--- config.mk ---
export PLATFORM = sky130hd
export DESIGN_NAME = hazard_ctrl
export DESIGN_NICKNAME = d
export VERILOG_FILES = /design/src/rtl/hazard_ctrl.sv
export SDC_FILE = /design/constraint.sdc
export NUM_CORES = 1
export LEC_CHECK = 0
export BUFFER_PORTS_ARGS = -buffer_cell sky130_fd_sc_hd__buf_2
export CAP_MARGIN = 20
export CORE_UTILIZATION = 30
export CTS_CLUSTER_SIZE = 20
export DETAILED_ROUTE_END_ITERATION = 7
export SYNTH_ARGS = -nofsm -noshare
export SYNTH_HDL_FRONTEND = slang
export SYNTH_SLANG_ARGS = --single-unit
--- constraint.sdc ---
create_clock -name CLK -period 6.7 [get_ports CLK]
set_input_delay 2.01 -clock CLK [delete_from_list [all_inputs] [get_ports CLK]]
set_output_delay 2.01 -clock CLK [all_outputs]
set_load 0.1 [all_outputs]
--- src/rtl/hazard_ctrl.sv ---
// Pipeline hazard controller: drives latch enables/flushes and PC enable from
// load-use, redirect, fetch-miss and data-wait conditions, with perf counters.
module hazard_ctrl #(
  parameter int unsigned CNT_W = 16
) (
  input  logic             CLK,
  input  logic             nRST,
  input  logic             ihit,
  input  logic             dhit,
  input  logic             mem_dREN,
  input  logic             mem_dWEN,
  input  logic             ex_DRen,
  input  logic [4:0]       ex_rt,
  input  logic [4:0]       id_rs,
  input  logic [4:0]       id_rt,
  input  logic             id_uses_rt,
  input  logic             ex_redirect,
  input  logic             wb_halt,
  output logic             pc_en,
  output logic             ifid_en,
  output logic             ifid_flush,
  output logic             idex_en,
  output logic             idex_flush,
  output logic             exmem_en,
  output logic             memwb_en,
  output logic             memwb_flush,
  output logic             halted,
  output logic [CNT_W-1:0] stall_cycles,
  output logic [CNT_W-1:0] flush_events
);

  typedef enum logic [1:0] {StRun, StDwait, StHalted} state_e;

  state_e           state_q, state_d;
  logic [CNT_W-1:0] stall_q, flush_q;
  logic             mem_busy, loaduse, freeze, ihit_eff, redirect_act;

  assign mem_busy = (mem_dREN | mem_dWEN) & ~dhit;
  assign loaduse  = ex_DRen & (ex_rt != 5'd0) &
                    ((ex_rt == id_rs) | (id_uses_rt & (ex_rt == id_rt)));
  assign freeze   = ((state_q == StRun) & mem_busy) | ((state_q == StDwait) & ~dhit);
  // On the DWAIT exit cycle the memory port served data, so no fetch completed.
  assign ihit_eff = ihit & ~((state_q == StDwait) & dhit);

  always_comb begin
    pc_en        = 1'b1;
    ifid_en      = 1'b1;
    ifid_flush   = 1'b0;
    idex_en      = 1'b1;
    idex_flush   = 1'b0;
    exmem_en     = 1'b1;
    memwb_en     = 1'b1;
    memwb_flush  = 1'b0;
    halted       = 1'b0;
    redirect_act = 1'b0;
    if (state_q == StHalted) begin
      pc_en    = 1'b0;
      ifid_en  = 1'b0;
      idex_en  = 1'b0;
      exmem_en = 1'b0;
      memwb_en = 1'b0;
      halted   = 1'b1;
    end else if (freeze) begin
      pc_en       = 1'b0;
      ifid_en     = 1'b0;
      idex_en     = 1'b0;
      exmem_en    = 1'b0;
      memwb_flush = 1'b1;
    end else if (ex_redirect) begin
      ifid_flush   = 1'b1;
      idex_flush   = 1'b1;
      redirect_act = 1'b1;
    end else if (loaduse) begin
      pc_en      = 1'b0;
      ifid_en    = 1'b0;
      idex_flush = 1'b1;
    end else if (!ihit_eff) begin
      pc_en      = 1'b0;
      ifid_flush = 1'b1;
    end
  end

  always_comb begin
    state_d = state_q;
    unique case (state_q)
      StRun: begin
        if (wb_halt) state_d = StHalted;
        else if (mem_busy) state_d = StDwait;
      end
      StDwait: begin
        if (wb_halt) state_d = StHalted;
        else if (dhit) state_d = StRun;
      end
      StHalted: state_d = StHalted;
      default:  state_d = StRun;
    endcase
  end

  always_ff @(posedge CLK or negedge nRST) begin
    if (!nRST) begin
      state_q <= StRun;
      stall_q <= '0;
      flush_q <= '0;
    end else begin
      state_q <= state_d;
      if (state_q != StHalted && !pc_en && stall_q != {CNT_W{1'b1}}) begin
        stall_q <= stall_q + CNT_W'(1);
      end
      if (redirect_act && flush_q != {CNT_W{1'b1}}) begin
        flush_q <= flush_q + CNT_W'(1);
      end
    end
  end

  assign stall_cycles = stall_q;
  assign flush_events = flush_q;

endmodule

==> results of run 1 <==
## final timing paths
| path | slack, ns | start | cells after the start | endpoint |
|---|---|---|---|---|
| worst max-delay path | 0.95 | ex_rt[3] | 8 | ifid_flush |
| worst min-delay path | 0.49 | stall_cycles[8] | 1 | stall_cycles[8] |
| worst max register to register | 4.55 | state_q[1] | 5 | stall_cycles[1] |
| worst min register to register | 0.49 | stall_cycles[8] | 1 | stall_cycles[8] |
| max in group asynchronous | 4.40 | nRST | 1 | stall_cycles[9] |
| min in group asynchronous | 1.80 | nRST | 1 | flush_events[13] |
## cells in the mapped netlist (all sizes together)
cell type | count | share of area (%)
nor3 | 3 | 1.4
o2111a | 1 | 0.61
or4 | 1 | 0.41
mux2 | 1 | 0.61
nand2 | 15 | 3.1
inv | 4 | 0.82
nand4 | 13 | 4.8
and3 | 7 | 2.4
or3 | 1 | 0.61
xnor2 | 25 | 12
ha | 2 | 1.4
a32oi | 1 | 0.48
nand3b | 1 | 0.41
nand2b | 2 | 0.68
o211ai | 1 | 0.41
or2 | 3 | 1.0
o22ai | 2 | 1.0
nor4 | 1 | 0.34
dfrtp | 34 | 46
nand3 | 12 | 3.3
xor2 | 14 | 6.7
a21oi | 3 | 1.4
a21boi | 1 | 0.41
buf | 2 | 1.0
o311a | 1 | 0.55
nor2b | 1 | 0.34
o311ai | 1 | 1.4
o21a | 2 | 0.82
o21ai | 3 | 1.0
a211o | 1 | 0.48
nor2 | 6 | 1.4
and2 | 3 | 1.0
and4 | 3 | 1.4
## metal layers
layer / share of wire [%] / vias up / global-route usage [%]
li1: - / 744 / -
met1: 46 / 739 / 17.3
met2: 47 / 38 / 23.1
met3: 6.3 / 2 / 3.75
met4: 0.70 / 0 / 4.82
met5: 0 / - / 0
## cell families after synthesis
group | after synthesis
and+or+nand+nor | 72
xor gates and xnor gates | 39
DFF | 34
AOI/OAI and AO/OA | 17
buffers and inverters | 6
adders and majority gates | 2
muxes | 1
## state kept, by name, summed over array words and instances, names as in the netlist
signal        flops
state_q           2
flush_events     16
stall_cycles     16
## critical path: stages
cell     delay, ns
buf_2         0.12
xor2_1        0.15
nor4_1        0.30
a32oi_1       0.21
or2_1         0.29
o21a_1        0.20
and2_2        0.17
buf_2         0.28
## power breakdown
group / leakage (nW) / switching, mW / internal (mW)
clock: 0.0714 / 0.0770 / 0.159
sequential: 0.458 / 0.0375 / 0.233
combinational: 0.660 / 0.448 / 0.0891
## final cells by class
cell class | instances | area [um2] | area share (%)
multi-input combinational | 131 | 955 | 40.1
sequential | 34 | 851 | 35.7
timing repair buffer | 65 | 325 | 13.7
tap | 75 | 93.8 | 3.94
clock buffer | 6 | 82.6 | 3.47
clock inverter | 2 | 60.1 | 2.52
inverter | 4 | 15.0 | 0.630
## stage by stage
| step | instances | setup TNS, ns | cell area, um2 | hold slack (ns) |
|---|---|---|---|---|
| 2_1_floorplan | 171 | -0.226 | 1840 | 0.474 |
| 3_3_place_gp | 309 | 0 | 2240 | 0.473 |
| 3_5_place_dp | 309 | 0 | 2240 | 0.488 |
| 4_1_cts | 317 | 0 | 2380 | 0.499 |
| 5_1_grt | 317 | 0 | 2380 | 0.518 |
| 6_report | 317 | 0 | 2380 | 0.494 |
==> flow_metrics.tcl, run 1 <==
set metrics [dict create \
    status "complete, no violations" \
    fp.coreArea_mm2 0.00592 \
    htreeDepth 2 \
    synth-compound-area-share_pct 8.66 \
    drc 0 \
    syn-num-nets 198 \
    peakVddDrop_mv 0.342 \
    grt_start_max_net_pins 35 \
    overflow 0 \
    place_ws_ns 0.945 \
    clkTransAtPathRegs_ns 0.07 \
    ys_ff_latch 34 \
    via_per_inst 4.80 \
    wirelength_um 4170 \
    ios 66 \
    max_clock_freq_ghz 0.174 \
    port_buffers 65 \
    cts_num_sinks 34 \
    path_class "in2out" \
    cts_resized 0 \
    rsz0062_at_grt "false" \
    worst_slack_ns 0.955 \
    post_drt_wl_per_cell_um 13.1 \
    cts_root_buffer "clkbuf_8" \
    total_power_mw 1.04 \
    clk_latency_ns 0.28 \
    drv_slew 0 \
    drive_above_1_share_pct 34.7 \
    synth_mux_area_share_pct 0.613 \
    synth_xor_area_share_pct 18.6 \
    start_util_pct 31.0 \
    synth_seq_area_share_pct 46.4 \
    critPathLaunchType "primary input" \
    cts_inserted_buffers 5 \
    fin_util_pct 40.2 \
    die_w_um 80.2 \
    worstPathArrival_ns 3.74 \
    hold_path_class "reg2reg" \
    min_period_over_period_pct 85.7 \
    grt_pass1_wl_um 6870 \
    slew_headroom_pct 48.2 \
    gp_congestion 0.739 \
    crit_path_end_kind "output port" \
    syn_inst 171 \
    layout_common_cells "buf_2, dfrtp_1, xnor2_1" \
    fin_crit_ns 5.75 \
    num_rows 28 \
    ant_nets 0 \
    cts_tree "done" \
    yosys.area_share.adder_pct 1.36 \
    antenna_found_initial 0 \
    dieArea_mm2 0.00644 \
    drt-initial-drc-count 62 \
    crit_required_ns 4.69 \
    hold_viol 0 \
    firstDrtPassIters 4 \
    cts_hold_buf 0 \
    yosysWarnings 0 \
    finalClockSkew_ns 0.00673 \
    final_nets 268 \
    yosys.area_share.simple_pct 22.6 \
    syn_area_mm2 0.00184 \
    dp.final_hpwl_um 3160 \
    leakage_nw 1.19 \
    area_growth_pct 29.8 \
    synth_cell_types 41 \
    syn-mean-instance-area_um2 10.7 \
    layout.cells.most_common "buf_2" \
    grt_usage_pct 13.9 \
    die_h_um 80.2 \
    cp_max_fo 3 \
    cts_setup_buffers 0 \
    p_per_area_mw_per_mm2 438 \
    cap_violations 0 \
    vias 1523 \
    cts_buffer_depth 2 \
    synth_top_family_by_area "simple AND/OR/NAND/NOR gates" \
    grt_pass1_vias 1476 \
    tightest_slew_ns 0.777 \
    fill_cells 602 \
    diodes 0 \
    setup_viol 0 \
]
No activity file was read; power rests on OpenSTA's default activity.
==> run 2, diff against run 1 <==
clock period = 6.4 ns   (was 6.7 ns; I/O delays follow)
==> run 2 against run 1 <==
Effect of this change: clock power down 22%; sequential power up 5%; setup slack worse by 0.12 ns; first-iteration DRC count down 42%; register-to-register slack worse by 0.28 ns; largest cell class unchanged.
==> flow_metrics.tcl, run 2 (synthesis gave the netlist of run 1 again) <==
set metrics [dict create \
    worst-path-stages 8 \
    cp_common_cell "buf_2" \
    holdWs_ns 0.484 \
    rr_worst_depth 5 \
    die_w_um 80.2 \
    cts_buffer_depth 2 \
    overflow 0 \
    hold_path_class "reg2reg" \
    startpoint "ex_rt[3]" \
    peakVddDrop_mv 0.311 \
    hold_depth 1 \
    timing.rr.start "state_q[1]" \
    gp_congestion 0.695 \
    grt_start_max_net_pins 35 \
    start_util_pct 31.0 \
    ant_nets 0 \
    dp.final_hpwl_um 3020 \
    slowest_stage "nor4_1" \
    drc 0 \
    clk_latency_ns 0.28 \
    diodes 0 \
    vias 1473 \
    antenna_found_initial 0 \
    layout.cells.non_filler 317 \
    drv_slew 0 \
    status "complete, no violations" \
    clkTransAtPathRegs_ns 0.06 \
    drive_above_1_share_pct 35.1 \
    crit_path_end_kind "output port" \
    die_h_um 80.2 \
    placed_cell_area_mm2 0.00225 \
    num_rows 28 \
    cts_num_sinks 34 \
    finalClockSkew_ns 0.00690 \
    cts_inserted_buffers 5 \
    dieArea_mm2 0.00644 \
    grt_pass1_vias 1344 \
    crit_chain "buf_2 > xor2_1 > nor4_1 > a32oi_1 > or2_1 > o21a_1 > and2_2 > buf_2" \
    max_clock_freq_ghz 0.180 \
    firstDrtPassIters 4 \
    fin_crit_ns 5.56 \
    htreeDepth 2 \
    grt_usage_pct 13.1 \
    worstPathArrival_ns 3.64 \
    final_cell_area_mm2 0.00236 \
    hold_start "stall_cycles[5]" \
    cap_violations 0 \
    tightest_slew_ns 0.749 \
    area_growth_pct 28.5 \
    layout_common_cells "buf_2, dfrtp_1, xnor2_1" \
    leakage_nw 1.18 \
    cts_tree "done" \
    crit_required_ns 4.48 \
    total_power_mw 1.03 \
    min_period_over_period_pct 86.9 \
    rsz0062_at_grt "false" \
    via_per_inst 4.65 \
    wirelength_um 4020 \
    cts_resized 0 \
    p_per_area_mw_per_mm2 437 \
    final_nets 268 \
    post_drt_wl_per_cell_um 12.7 \
    critPathLaunchType "primary input" \
    path_delay_family "simple AND/OR/NAND/NOR gates" \
    setup_viol 0 \
    place_inst 309 \
    cts_hold_buf 0 \
    drt-initial-drc-count 36 \
    slew_headroom_pct 50.1 \
    layout.cells.most_common "buf_2" \
    path_class "in2out" \
    crit_buf_inv 2 \
    max_stage_delay_ns 0.29 \
    port_buffers 65 \
    ios 66 \
    cp_max_fo 3 \
    fp.coreArea_mm2 0.00592 \
    hold_viol 0 \
    grt_pass1_wl_um 6470 \
    cts_root_buffer "clkbuf_8" \
    cts_setup_buffers 0 \
]
==> run 2: area by class of cell <==
type / instances / area (um2)
Tap cell: 75 / 93.8
Timing Repair Buffer: 65 / 325
Clock buffer: 8 / 110
Fill cell: 607 / 3560
Inverter: 4 / 15.0
Multi-Input combinational cell: 131 / 963
Sequential cell: 34 / 851
==> run 2: worst paths after layout <==
| path | endpoint | slack, ns |
|---|---|---|
| setup / recovery | ifid_flush | 0.84 |
| hold / removal | stall_cycles[5] | 0.48 |
| setup reg to reg | stall_cycles[1] | 4.27 |
| hold reg to reg | stall_cycles[5] | 0.48 |
| max in group asynchronous | flush_events[2] | 4.22 |
| min in group asynchronous | state_q[0] | 1.70 |
==> run 2: per-stage QoR <==
step	TNS, ns	setup slack [ns]	utilization (%)
final	0	0.835	39.8
after global placement	0	0.861	38.0
after floorplan	-0.0473	-0.0473	-
after CTS	0	0.824	39.8
after detailed placement	0	0.825	38.0
after global routing	0	0.717	39.8
==> run 2: where the power goes <==
group          total, mW  switching [mW]  internal, mW
Sequential         0.283          0.0392         0.244
Clock              0.185          0.0766         0.109
Combinational      0.564           0.468        0.0957
Total               1.03           0.584         0.448
==> run 2: per-layer routing <==
metal	track usage [%]	up-vias	wire length, um	share of wire, %
met1	17.2	674	1880	47
met4	4.82	0	59	1.5
met3	3.75	6	265	6.6
met5	0	-	0	0
met2	20.3	43	1820	45
li1	-	750	-	-
==> run 3, diff against run 2 <==
--- a/config.mk
+++ b/config.mk
@@ -6,9 +6,9 @@
 export NUM_CORES = 1
 export LEC_CHECK = 0
-export BUFFER_PORTS_ARGS = -buffer_cell sky130_fd_sc_hd__buf_2
 export CAP_MARGIN = 20
 export CORE_UTILIZATION = 30
 export CTS_CLUSTER_SIZE = 20
 export DETAILED_ROUTE_END_ITERATION = 7
+export DONT_BUFFER_PORTS = 1
 export SYNTH_ARGS = -nofsm -noshare
 export SYNTH_HDL_FRONTEND = slang
==> constraint.sdc (replaced) <==
create_clock -name CLK -period 6.4 [get_ports CLK]
set_input_delay 0.32 -clock CLK [delete_from_list [all_inputs] [get_ports CLK]]
set_output_delay 0.32 -clock CLK [all_outputs]
set_load 0.1 [all_outputs]
==> run 3 against run 2 <==
Effect of this change: flip-flop and latch count unchanged; routed wire length decreased by 3.9%; clock power decreased by 14%; final cell count decreased by 19%; sequential power increased by 64%; clock skew decreased by 0.00051 ns; total power decreased by 7.1%; non-clock buffer count decreased by 61; largest power group is now registers.
==> flow_metrics.tcl, run 3 (synthesis gave the netlist of run 1 again) <==
set metrics [dict create \
    finalClockSkew_ns 0.00639 \
    die_h_um 80.2 \
    fin_crit_ns 4.58 \
    post_drt_wl_per_cell_um 15.1 \
    start_util_pct 31.0 \
    grt_pass1_wl_um 6050 \
    grt.met3_usage_pct 4.77 \
    path_delay_family "buffers and inverters" \
    status "complete, no violations" \
    grt.met2_usage_pct 19.9 \
    cts_num_sinks 34 \
    via_per_inst 5.02 \
    cts_inserted_buffers 5 \
    area_growth_pct 11.9 \
    cp_common_cell "buf_4" \
    place_ws_ns 2.12 \
    overflow 0 \
    cts_tree "done" \
    hold_path_class "in2reg" \
    firstDrtPassIters 4 \
    crit_chain "nand2b_1 > buf_4 > inv_1 > a21oi_4 > buf_4 > o21a_1 > nor2b_2" \
    leakage_nw 0.883 \
    p_per_area_mw_per_mm2 467 \
    num_rows 28 \
    fin_setup_tns_ns 0 \
    critPathLaunchType "flip-flop" \
    vias 1285 \
    ant_nets 0 \
    rsz0062_at_grt "false" \
    cts_setup_buffers 0 \
    drc 0 \
    ios 66 \
    die_w_um 80.2 \
    grt_usage_pct 12.4 \
    crit_path_end_kind "output port" \
    peakVddDrop_mv 0.265 \
    final_nets 207 \
    port_buffers 0 \
    dp.final_hpwl_um 2940 \
    slew_headroom_pct 22.3 \
    path_class "reg2out" \
    grt_pass1_vias 1257 \
    setup_viol 0 \
    worstPathArrival_ns 4.26 \
    clkTransAtPathRegs_ns 0.07 \
    rr_worst_depth 9 \
    grt-busiest-layer "met2" \
    cap_violations 0 \
    antenna_found_initial 0 \
    htreeDepth 2 \
    slowest_stage "nor2b_2" \
    drive_above_1_share_pct 11.6 \
    crit_buf_inv 3 \
    min_period_over_period_pct 71.5 \
    max_clock_freq_ghz 0.218 \
    drv_slew 0 \
    clk_latency_ns 0.28 \
    cts_root_buffer "clkbuf_8" \
    cts_buffer_depth 2 \
    diodes 0 \
    hold_depth 2 \
    hold_viol 0 \
    cp_max_fo 7 \
    grt_start_max_net_pins 35 \
    fp.coreArea_mm2 0.00592 \
    layout.cells.most_common "dfrtp_1" \
    fin_util_pct 34.7 \
    wirelength_um 3870 \
    gp_congestion 0.719 \
    worst_slack_ns 1.82 \
    tightest_slew_ns 1.16 \
    layout_common_cells "dfrtp_1, xnor2_1, nand2_1" \
    dieArea_mm2 0.00644 \
    crit_required_ns 6.08 \
    max_stage_delay_ns 1.00 \
    drt-initial-drc-count 52 \
    total_power_mw 0.959 \
    fill_cells 592 \
    worst-path-stages 7 \
    gr-usage-met1_pct 15.0 \
]
## run 3: cell types whose count changed in the layout (fill, tap and decap cells not counted)
cell           before  now
clkinv_2            0    1
buf_2              65    0
and2_2              1    0
dlygate4sd3_1       0    1
buf_12              0    1
buf_4               0    2
clkbuf_1            0    1
nor2b_4             1    0
and2_1              2    3
nor2b_2             0    1
clkbuf_8            8    6
## run 3: layout make-up
type / count / area, um2 / share of cell area (%)
Timing Repair Buffer: 4 / 45.0 / 2.19
Multi-Input combinational cell: 131 / 957 / 46.6
Clock inverter: 1 / 5.00 / 0.244
Tap cell: 75 / 93.8 / 4.57
Clock buffer: 7 / 86.3 / 4.20
Sequential cell: 34 / 851 / 41.4
Inverter: 4 / 15.0 / 0.731
## run 3: per-layer routing
metal | part of all wire [%] | wire (um)
met1 | 43 | 1680
met4 | 0.75 | 29
met5 | 0 | 0
met2 | 48 | 1850
met3 | 7.9 | 305
## run 3: what timing repair did
action / in CTS / in global routing
hold buffers: 2 / 0
endpoints found under the hold margin: 34 / 0
gates resized for setup: 0 / 0
## run 3: final timing paths
kind / startpoint / endpoint / slack, ns
worst max-delay path: state_q[0] / pc_en / 1.82
worst min-delay path: wb_halt / state_q[1] / 0.21
worst max register to register: state_q[0] / flush_events[15] / 3.20
worst min register to register: state_q[1] / state_q[1] / 0.52
max in group asynchronous: nRST / stall_cycles[4] / 5.72
min in group asynchronous: nRST / state_q[0] / 0.50
## run 3: worst reg2reg max path, cell delays in order, from the launching register on
cell	delay, ns
dfrtp_1	0.38
nand2b_1	0.12
buf_4	0.31
inv_1	0.50
a21oi_4	0.26
buf_4	0.53
o311ai_4	0.29
nor3_4	0.31
nand4_1	0.15
xnor2_1	0.19
## run 3: per-stage QoR
step / hold WS, ns / area (um2) / std cells
detailed placement: 0.0252 / 1930 / 246
global route: 0.231 / 2050 / 256
CTS: 0.207 / 2050 / 256
global placement: 0.0252 / 1930 / 246
finish: 0.211 / 2050 / 256
floorplan: 0.0244 / 1840 / 171
## run 3: power breakdown
part / switching [mW] / total (mW) / internal [mW]
Combinational: 0.268 / 0.334 / 0.0661
Sequential: 0.226 / 0.465 / 0.239
Clock: 0.0726 / 0.159 / 0.0867
Total: 0.567 / 0.959 / 0.392
